## config.mk

```make
export PLATFORM = sky130hd
export DESIGN_NAME = pipelined_cla_adder
export DESIGN_NICKNAME = d
export VERILOG_FILES = /design/src/rtl/pipelined_cla_adder.sv
export SDC_FILE = /design/constraint.sdc
export NUM_CORES = 1
export LEC_CHECK = 0
export CAP_MARGIN = 20
export CORE_ASPECT_RATIO = 2
export CORE_MARGIN = 2
export CORE_UTILIZATION = 40
export CTS_CLUSTER_DIAMETER = 120
export DETAILED_ROUTE_END_ITERATION = 16
export REMOVE_ABC_BUFFERS = 1
export SETUP_SLACK_MARGIN = 0.4
export SYNTH_ARGS = -nofsm -noshare
export SYNTH_HDL_FRONTEND = slang
export SYNTH_SLANG_ARGS = --single-unit
```

## constraint.sdc

```tcl
create_clock -name clk -period 1.7 [get_ports clk]
set_input_delay 0.34 -clock clk [delete_from_list [all_inputs] [get_ports clk]]
set_output_delay 0.34 -clock clk [all_outputs]
set_load 0.1 [all_outputs]
```

## src/rtl/pipelined_cla_adder.sv

```systemverilog
// Purpose : WIDTH-bit add/subtract built from a chain of registered CHUNK-bit carry-lookahead slices.
// Latency : STAGES = WIDTH/CHUNK cycles from acceptance to out_valid; one result per cycle when out_ready is held high.
// Backpr. : single global advance (!out_valid || out_ready); when it is low every stage holds and in_ready is low.
//
// Ports:
//   clk, rst_n              rising-edge clock, asynchronous active-low reset
//   in_valid / in_ready     operand handshake (a, b, cin, sub)
//   a, b                    operands, unsigned or two's complement
//   cin                     carry-in, add mode only
//   sub                     0: a+b+cin, 1: a-b (cin ignored)
//   out_valid / out_ready   result handshake (sum, cout, ovf)
//   sum                     WIDTH-bit result
//   cout                    carry out of the MSB (sub mode: 1 = no borrow)
//   ovf                     two's-complement overflow
module pipelined_cla_adder #(
  parameter int WIDTH = 16,
  parameter int CHUNK = 4
) (
  input  logic             clk,
  input  logic             rst_n,
  input  logic             in_valid,
  output logic             in_ready,
  input  logic [WIDTH-1:0] a,
  input  logic [WIDTH-1:0] b,
  input  logic             cin,
  input  logic             sub,
  output logic             out_valid,
  input  logic             out_ready,
  output logic [WIDTH-1:0] sum,
  output logic             cout,
  output logic             ovf
);

  localparam int STAGES = WIDTH / CHUNK;

  generate
    if (CHUNK < 1 || (WIDTH % CHUNK) != 0) begin : g_bad_cfg
      $error("pipelined_cla_adder: WIDTH must be a positive multiple of CHUNK");
    end
  endgenerate

  // One CLA block. Each carry is formed directly from the generate/propagate
  // terms and the slice carry-in, so no carry depends on another carry.
  function automatic logic [CHUNK:0] cla(input logic [CHUNK-1:0] x,
                                         input logic [CHUNK-1:0] y,
                                         input logic             ci);
    logic [CHUNK-1:0] g;
    logic [CHUNK-1:0] p;
    logic [CHUNK:0]   c;
    logic             term;
    g    = x & y;
    p    = x ^ y;
    c    = '0;
    c[0] = ci;
    for (int i = 0; i < CHUNK; i++) begin
      // carry-in propagated through p[i:0]
      term = ci;
      for (int k = 0; k <= i; k++) term = term & p[k];
      c[i+1] = term;
      // generate at bit j propagated through p[i:j+1]
      for (int j = 0; j <= i; j++) begin
        term = g[j];
        for (int k = j + 1; k <= i; k++) term = term & p[k];
        c[i+1] = c[i+1] | term;
      end
    end
    return {c[CHUNK], p ^ c[CHUNK-1:0]};
  endfunction

  logic adv;

  // Stage 0 is the operand entry register; stages 1..STAGES are the slices.
  // Operands are only needed up to the last slice. Each stage keeps the full
  // operand word; the lower chunks already consumed are simply never read.
  logic [WIDTH-1:0] opa_q [0:STAGES-1];
  logic [WIDTH-1:0] opb_q [0:STAGES-1];
  logic [WIDTH-1:0] sum_q [0:STAGES];
  logic             cy_q  [0:STAGES];
  logic             vld_q [0:STAGES];
  logic             sa_q  [0:STAGES];
  logic             sb_q  [0:STAGES];

  logic [CHUNK:0]   slice_res [1:STAGES];
  logic [WIDTH-1:0] sum_nxt   [1:STAGES];

  assign adv      = !vld_q[STAGES] || out_ready;
  assign in_ready = rst_n && adv;

  // Slice s fills bits [s*CHUNK-1 : (s-1)*CHUNK]; lower result bits ride along.
  always_comb begin
    for (int s = 1; s <= STAGES; s++) begin
      slice_res[s] = cla(opa_q[s-1][(s-1)*CHUNK +: CHUNK],
                         opb_q[s-1][(s-1)*CHUNK +: CHUNK],
                         cy_q[s-1]);
      sum_nxt[s] = sum_q[s-1];
      sum_nxt[s][(s-1)*CHUNK +: CHUNK] = slice_res[s][CHUNK-1:0];
    end
  end

  always_ff @(posedge clk or negedge rst_n) begin
    if (!rst_n) begin
      for (int s = 0; s <= STAGES; s++) begin
        sum_q[s] <= '0;
        cy_q[s]  <= 1'b0;
        vld_q[s] <= 1'b0;
        sa_q[s]  <= 1'b0;
        sb_q[s]  <= 1'b0;
      end
      for (int s = 0; s < STAGES; s++) begin
        opa_q[s] <= '0;
        opb_q[s] <= '0;
      end
    end else if (adv) begin
      // Subtract is a + ~b + 1, so the carry-in is forced high in sub mode.
      // Data is captured unconditionally; a bubble is marked by vld_q alone.
      vld_q[0] <= in_valid;
      opa_q[0] <= a;
      opb_q[0] <= sub ? ~b : b;
      cy_q[0]  <= sub | cin;
      sa_q[0]  <= a[WIDTH-1];
      sb_q[0]  <= sub ? ~b[WIDTH-1] : b[WIDTH-1];
      sum_q[0] <= '0;
      for (int s = 1; s <= STAGES; s++) begin
        vld_q[s] <= vld_q[s-1];
        sa_q[s]  <= sa_q[s-1];
        sb_q[s]  <= sb_q[s-1];
        sum_q[s] <= sum_nxt[s];
        cy_q[s]  <= slice_res[s][CHUNK];
      end
      for (int s = 1; s < STAGES; s++) begin
        opa_q[s] <= opa_q[s-1];
        opb_q[s] <= opb_q[s-1];
      end
    end
  end

  assign out_valid = vld_q[STAGES];
  assign sum       = sum_q[STAGES];
  assign cout      = cy_q[STAGES];
  assign ovf       = (sa_q[STAGES] == sb_q[STAGES]) && (sum_q[STAGES][WIDTH-1] != sa_q[STAGES]);

endmodule

```

-- Word-level counts from Yosys, hierarchy flattened
Index checks and enable logic that the tools add are counted.
- input bits: 38
- register bits: 188
- equality and inequality tests: 2
- bitwise gates (word level): 95
- reduce and logical (&&, ||, !) cells: 4
- multiplexer cells: 2
- operator list (operator ; count):
    $or 1x1->1 ; 41
    $and 1x1->1 ; 40
    $xor 4x4->4 ; 8
    $and 4x4->4 ; 4
    $mux 16 ; 1
    $not 16->16 ; 1
    $logic_and 1x1->1 ; 2
    $eq 1x1->1 ; 1
    $logic_not 1->1 ; 1
    $logic_or 1x1->1 ; 1
    $mux 1 ; 1
    $ne 1x1->1 ; 1
    $not 1->1 ; 1

-- Longest topological paths before layout
Gate-level depths: netlist of run 1.
- depth after elaboration: 9
- depth in mapped cells: 6
- depth with buffers taken out: 5

-- Worst setup path after synthesis of run 1
No wires, ideal clock.
- path kind: register -> output
- start point: register sum_q, in the netlist sum[15]
- end point: output ovf
- data required time: 1.360 ns
- slack: -1.661 ns
- arrival time: 3.021 ns
- cell stages (with the launch flop): 2
- buffers on the path: 0
- path through: dfrtp_1 > o21ai_0
- word-level cells in the longest chain between the ends: 2
- RTL lines (item ; line ; text):
    start, declared ; 77 ; logic [WIDTH-1:0] sum_q [0:STAGES];
    start signal, assigned by index ; 127 ; sum_q[s] <= sum_nxt[s];
    $ne 1x1->1 ; 140 ; assign ovf = (sa_q[STAGES] == sb_q[STAGES]) && (sum_q[STAGES][WIDTH-1] != sa_q[STAGES]);
    $logic_and 1x1->1 ; 140 ;
    end, declared ; 31 ; output logic ovf
No other way between the ends.

-- Worst setup path in the final report of run 1
- start point: register opb_q[48] (netlist bit)
- end point: register cy_q[3] (netlist bit)
- word-level cells in the longest chain between the ends: 9
- elaborated cells between the ends (all ways): 13
- classes of those cells: bitwise: 13
- RTL lines (item ; line ; text):
    start, declared ; 76 ; logic [WIDTH-1:0] opb_q [0:STAGES-1];
    start signal, assigned by index ; 132 ; opb_q[s] <= opb_q[s-1];
    $xor 4x4->4 ; 52 ; p = x ^ y;
    $and 1x1->1 (4 in a row) ; 58 ; for (int k = 0; k <= i; k++) term = term & p[k];
    $or 1x1->1 * (4 in a row) ; 64 ; c[i+1] = c[i+1] | term;
    end signal, assigned by index ; 128 ; cy_q[s] <= slice_res[s][CHUNK];
    end, declared ; 78 ; logic cy_q [0:STAGES];
Mark *: on every way between the ends. The rest lies on a longest branch, timed or not.
A chain may end at the register's enable or synchronous reset.

==> results of run 1 <==
## worst min-delay path by stage
| stage | slack (ns) | cells past startpoint | endpoint | start |
|---|---|---|---|---|
| 6_report | 0.06 | 2 | opa_q[43] | rst_n |
| 5_1_grt | 0.11 | 2 | sum[13] | rst_n |
| 4_1_cts | 0.09 | 2 | sum[13] | rst_n |
| 3_5_place_dp | 0.45 | 2 | opa_q[55] | opa_q[55] |
| 3_3_place_gp | 0.44 | 2 | vld_q[1] | vld_q[1] |
| 2_1_floorplan | 0.04 | 0 | cout | rst_n |
## power by group
part           leakage, nW  internal, mW  switching (mW)
clock network        0.282          2.18            1.34
registers             1.59          4.57            1.24
logic                 2.56          4.08            4.82
## timing repair
action / CTS / global route
endpoints found under the setup margin: 78 / 147
endpoints found under the hold margin: 0 / 0
pin swaps: 23 / 108
hold buffers: 0 / 0
gates resized for setup: 23 / 245
buffers inserted: 9 / 16
cloned: 6 / 10
## cells by family (layout without fill, tap and decap cells)
| family | Yosys count | in the layout | synth area share |
|---|---|---|---|
| and+or+nand+nor | 337 | 337 | 0.227 |
| DFF | 132 | 132 | 0.575 |
| AOI/OAI and AO/OA | 57 | 57 | 0.0662 |
| buffers and inverters | 34 | 154 | 0.0446 |
| adders and majority gates | 24 | 24 | 0.0575 |
| xor gates and xnor gates | 20 | 20 | 0.0305 |
## critical path, stage by stage (launching register included)
cell and delay [ns]:
dfrtp_1 0.39, ha_1 0.31, ha_2 0.19, o211a_1 0.23, o21a_1 0.20, o31a_1 0.24
## layout make-up
class                           instances  area [µm²]  share of cell area
Timing Repair Buffer                  120        1770               0.202
Multi-Input combinational cell        438        2860               0.327
Sequential cell                       132        3310               0.377
Inverter                                3        11.3             0.00129
Clock buffer                           18         439              0.0501
Tap cell                              192         240              0.0274
Clock inverter                         13         135              0.0154
## sequential cells by signal, summed over array words and instances, names as in the netlist
name / count
opa_q: 37
cout: 1
sum_nxt: 24
cy_q: 4
sb_q: 2
out_valid: 1
opb_q: 39
sum: 16
vld_q: 4
sa_q: 4
## stage by stage
step,setup slack [ns],setup TNS [ns],utilization
3_5_place_dp,-0.0574,-0.0763,0.480
5_1_grt,-0.00515,-0.00515,0.617
2_1_floorplan,-2.27,-182.43,-
3_3_place_gp,-0.0732,-0.0732,0.480
4_1_cts,0.0454,0,0.542
6_report,0.0468,0,0.617
## cell usage in the layout (no fill, tap or decap), drive strengths merged, types with 4 or more instances in the layout
cell,Yosys,layout
o211a,4,4
a21o,4,4
o31a,4,4
o31ai,8,8
nor3,8,8
clkinv,0,8
clkdlybuf4s50,0,35
xnor2,18,18
buf,29,78
ha,20,20
clkbuf,2,24
o21ai,23,23
nand2,318,318
inv,3,4
fa,4,4
dfrtp,132,132
o21a,12,12
nand2b,6,6
## routing by layer
layer,up-vias,track usage,part of all wire
li1,2139,-,-
met1,2082,0.196,0.41
met2,79,0.257,0.55
met3,12,0.0395,0.033
met4,0,0.0505,0.013
met5,-,0,0
==> impl_metrics.json, run 1 <==
{
  "finalCritPeriodShare": 0.972,
  "worstSetupPathType": "reg -> reg",
  "wl_um": 13000,
  "syn_area_per_cell_um2": 9.52,
  "rsz0062_at_grt": "true",
  "synthesis.area_um2": 5750,
  "setup_viol": 0,
  "finalMaxSlewViolations": 0,
  "end_kind": "flip-flop",
  "min_period_ns": 1.65,
  "grt_max_degree": 133,
  "portBuffers": 57,
  "clock-sinks": 132,
  "placed_cells": 844,
  "nets": 774,
  "reg2reg_from": "opb_q[48]",
  "synthTopCellsByArea": "dfrtp_1 (57%), nand2_1 (21%), ha_1 (4.4%), buf_6 (2.7%), xnor2_1 (2.7%)",
  "avgRoutedWirePerCell_um": 14.2,
  "r2r-end": "cy_q[3]",
  "clkTransAtPathRegs_ns": 0.06,
  "holdWs_ns": 0.0596,
  "final_cell_area_um2": 8760,
  "first_global_vias": 4050,
  "areaGrowthSynthToFinish_pct": 52.4,
  "drtIter0Drc": 159,
  "yosysUniqueCellTypes": 23,
  "vias": 4312,
  "insertion_delay_ns": 0.41,
  "synth_flop_cell": "dfrtp_1",
  "holdCritPathClass": "in -> async",
  "synthCells": 604,
  "antenna_cells": 0,
  "place_congestion": 0.739,
  "drc_errors": 0,
  "die_h_um": 174,
  "drv_cap": 0,
  "worst_pin_slew_ns": 0.682,
  "cp_max_fo": 2,
  "fin_skew_ns": 0.00743,
  "drive_gt1_frac": 0.387,
  "synth_most_common_cell": "nand2_1",
  "ctsHtreeMaxLevel": 4,
  "post_layout_nonfiller_instances": 916,
  "synth_top_cell_by_area": "dfrtp_1",
  "cts_made_buffers": 17,
  "io_pins": 58,
  "ys_seq_area_frac": 0.575,
  "grt_usage": 0.156,
  "placed_area_um2": 6810,
  "start_util": 0.405,
  "worst-r2r-cell-count": 5,
  "fill_cells": 1130,
  "fin_total_pwr_mw": 18.2,
  "cts_tree": "built",
  "clock-root-buffer": "clkbuf_16",
  "cp-start-kind": "flip-flop",
  "cts_max_path_buffers": 2,
  "synth_edf_count": 0,
  "r2r_setup_slack_ns": 0.05,
  "p_leak_nw": 4.44,
  "vias_per_cell": 4.71,
  "synth_common_cells": "nand2_1 (318), dfrtp_1 (132), o21ai_0 (23)",
  "vdd_drop_max_uv": 1190,
  "ys.warnings.count": 0,
  "ys_seq_elements": 132,
  "p_per_area_nw_per_um2": 2080,
  "die_x_um": 88.8,
  "rows": 62,
  "grt_pass1_wl_um": 18800,
  "core-area_um2": 14200,
  "crit_start": "opb_q[48]",
  "synth_top_area_share": 0.575,
  "grt-ovfl-total": 0,
  "max_slew_margin": 0.545,
  "dieArea_um2": 15400,
  "crit_arrival_ns": 1.95,
  "drt-pass1-iter-count": 4,
  "hold_viol_final": 0,
  "synthArstFlopShare": 1.00,
  "dpl.hpwl_um": 6460,
  "cp-endpoint": "cy_q[3]",
  "fmax_mhz": 605,
  "required_ns": 1.99,
  "outcome": "complete, no violations",
  "drtAntennaViolNets": 0,
  "antenna_found_initial": 0
}
Power figures use the tool's default switching activity.
==> inputs of run 2 (changes only) <==
- CELL_PAD_IN_SITES_DETAIL_PLACEMENT: default -> 0
- CELL_PAD_IN_SITES_GLOBAL_PLACEMENT: default -> 2
- CORE_UTILIZATION: 40 -> 32
- PLACE_DENSITY_LB_ADDON: default -> 0.1
==> run 2 against run 1 <==
Utilization fell by 12 points. Cell count up 3.4%. Combinational power grew 1%. First-iteration DRC count shrank 45%. Total power up 1.2%. Cell area increased by 0.80%. Clock-buffer cell count increased by 2. Routed wire length increased by 8.7%. Maximum frequency fell by 0.65%. Sequential power down 1%. Largest cell class unchanged.
==> impl_metrics.json, run 2 (synthesis gave the netlist of run 1 again) <==
{
  "outcome": "complete, no violations",
  "min_period_ns": 1.66,
  "areaGrowthSynthToFinish_pct": 53.7,
  "vias": 4348,
  "critical_path_buf_inv_count": 0,
  "cts_made_buffers": 17,
  "end_kind": "flip-flop",
  "swShare": 0.399,
  "p_leak_nw": 4.45,
  "antenna_found_initial": 0,
  "die_h_um": 194,
  "wl_um": 14100,
  "holdCritPathClass": "in -> reg",
  "cp-start-kind": "flip-flop",
  "start_util": 0.325,
  "max_slew_margin": 0.805,
  "finalCritPeriodShare": 0.979,
  "rows": 69,
  "drtAntennaViolNets": 0,
  "drt-pass1-iter-count": 4,
  "grt_pass1_wl_um": 22100,
  "fin_tns_setup_ns": 0,
  "drtIter0Drc": 88,
  "insertion_delay_ns": 0.41,
  "regMostFlops": "opb_q",
  "fmax_mhz": 601,
  "worstSetupPathType": "reg -> reg",
  "first_global_vias": 4426,
  "cp_max_fo": 2,
  "p_per_area_nw_per_um2": 2090,
  "setup_viol": 0,
  "worst_pin_slew_ns": 0.293,
  "final_common_cell": "nand2_1",
  "clock-sinks": 132,
  "drive_gt1_frac": 0.364,
  "clkPwrFrac": 0.199,
  "layout_setup_ws_ns": 0.0359,
  "required_ns": 2.00,
  "dpl.hpwl_um": 8100,
  "fin_total_pwr_mw": 18.4,
  "cpPeakStageDelay_ns": 0.38,
  "power_frac_comb": 0.490,
  "p_seq_frac": 0.312,
  "nets": 785,
  "crit_slowest_cell": "dfrtp_1",
  "grt_max_degree": 54,
  "portBuffers": 57,
  "largest_reg_flops": 39,
  "p_switching_mw": 7.36,
  "drc_errors": 0,
  "fin_skew_ns": 0.00901,
  "path_cells": "ha_1 > ha_2 > o211a_1 > o21a_1 > o31a_1",
  "clock-root-buffer": "clkbuf_16",
  "hold_viol_final": 0,
  "vias_per_cell": 4.59,
  "drv_cap": 0,
  "die_x_um": 98.8,
  "cts_max_path_buffers": 2,
  "finalMaxSlewViolations": 0,
  "p_int_mw": 11.1,
  "grt-ovfl-total": 0,
  "vdd_drop_max_uv": 838,
  "io_pins": 58,
  "core-area_um2": 17700,
  "dp_slack_ns": -0.0199,
  "cts_tree": "built",
  "rsz0062_at_grt": "true",
  "dieArea_um2": 19100,
  "final_cell_mix": "nand2_1 (207), dfrtp_1 (128), nand2_2 (78)",
  "clkTransAtPathRegs_ns": 0.06,
  "avgRoutedWirePerCell_um": 14.9,
  "ctsHtreeMaxLevel": 4,
  "crit_arrival_ns": 1.96,
  "place_congestion": 0.749,
  "critical_path.top_delay_family": "compound AO/OA/AOI/OAI gates",
  "grt_usage": 0.147,
  "antenna_cells": 0
}
[run 2: power by group through the flow]
stage / clock network (mW) / registers, mW / logic [mW]
floorplan: 0 / 6.75 / 2.98
global placement: 0 / 5.48 / 6.80
detailed placement: 0 / 5.53 / 6.92
CTS: 3.77 / 5.55 / 7.83
global route: 3.91 / 5.93 / 9.79
finish: 3.66 / 5.75 / 9.03
[run 2: worst paths after layout]
kind	endpoint	start	slack [ns]	depth (start not counted)
min reg2reg	opb_q[30]	opb_q[30]	0.46	2
min in group asynchronous	opa_q[41]	rst_n	0.57	3
max reg2reg	cy_q[3]	opb_q[48]	0.04	5
max	cy_q[3]	opb_q[48]	0.04	5
max in group asynchronous	sum[0]	rst_n	0.53	4
min	opa_q[58]	a[10]	0.45	3
[run 2: cell type report]
class	count	area, µm²
Fill cell	1648	8870
Sequential cell	132	3310
Multi-Input combinational cell	438	2770
Timing Repair Buffer	131	1890
Clock buffer	20	447
Tap cell	213	267
Clock inverter	10	134
Inverter	3	11.3
[run 2: worst min-delay path, delay by kind of cell]
family	cells	cell delay (ns)
AND/OR/NAND/NOR	2	0.09
buffers and inverters	1	0.39
[run 2: per-layer routing]
layer  up-vias  routed length (µm)  track usage
li1       2153                   -            -
met1      2120                5400        0.162
met2        62                8090        0.268
met3        13                 379       0.0336
met4         0                 247       0.0558
met5         -                   0            0
[run 2: metrics by stage]
stage / area (µm²) / utilization / instances / hold WS, ns
finish: 8830 / 0.499 / 947 / 0.450
global placement: 6930 / 0.392 / 876 / 0.388
CTS: 8010 / 0.453 / 922 / 0.426
global route: 8830 / 0.499 / 947 / 0.448
detailed placement: 6930 / 0.392 / 876 / 0.389
floorplan: 5500 / - / 573 / 0.0444
[run 2: repair_timing]
item,CTS,global route
endpoints found under the hold margin,42,0
buffers inserted,9,17
gates cloned,6,8
endpoints found under the setup margin,87,106
gates resized for setup,86,158
pin swaps,60,98
hold buffers,1,0
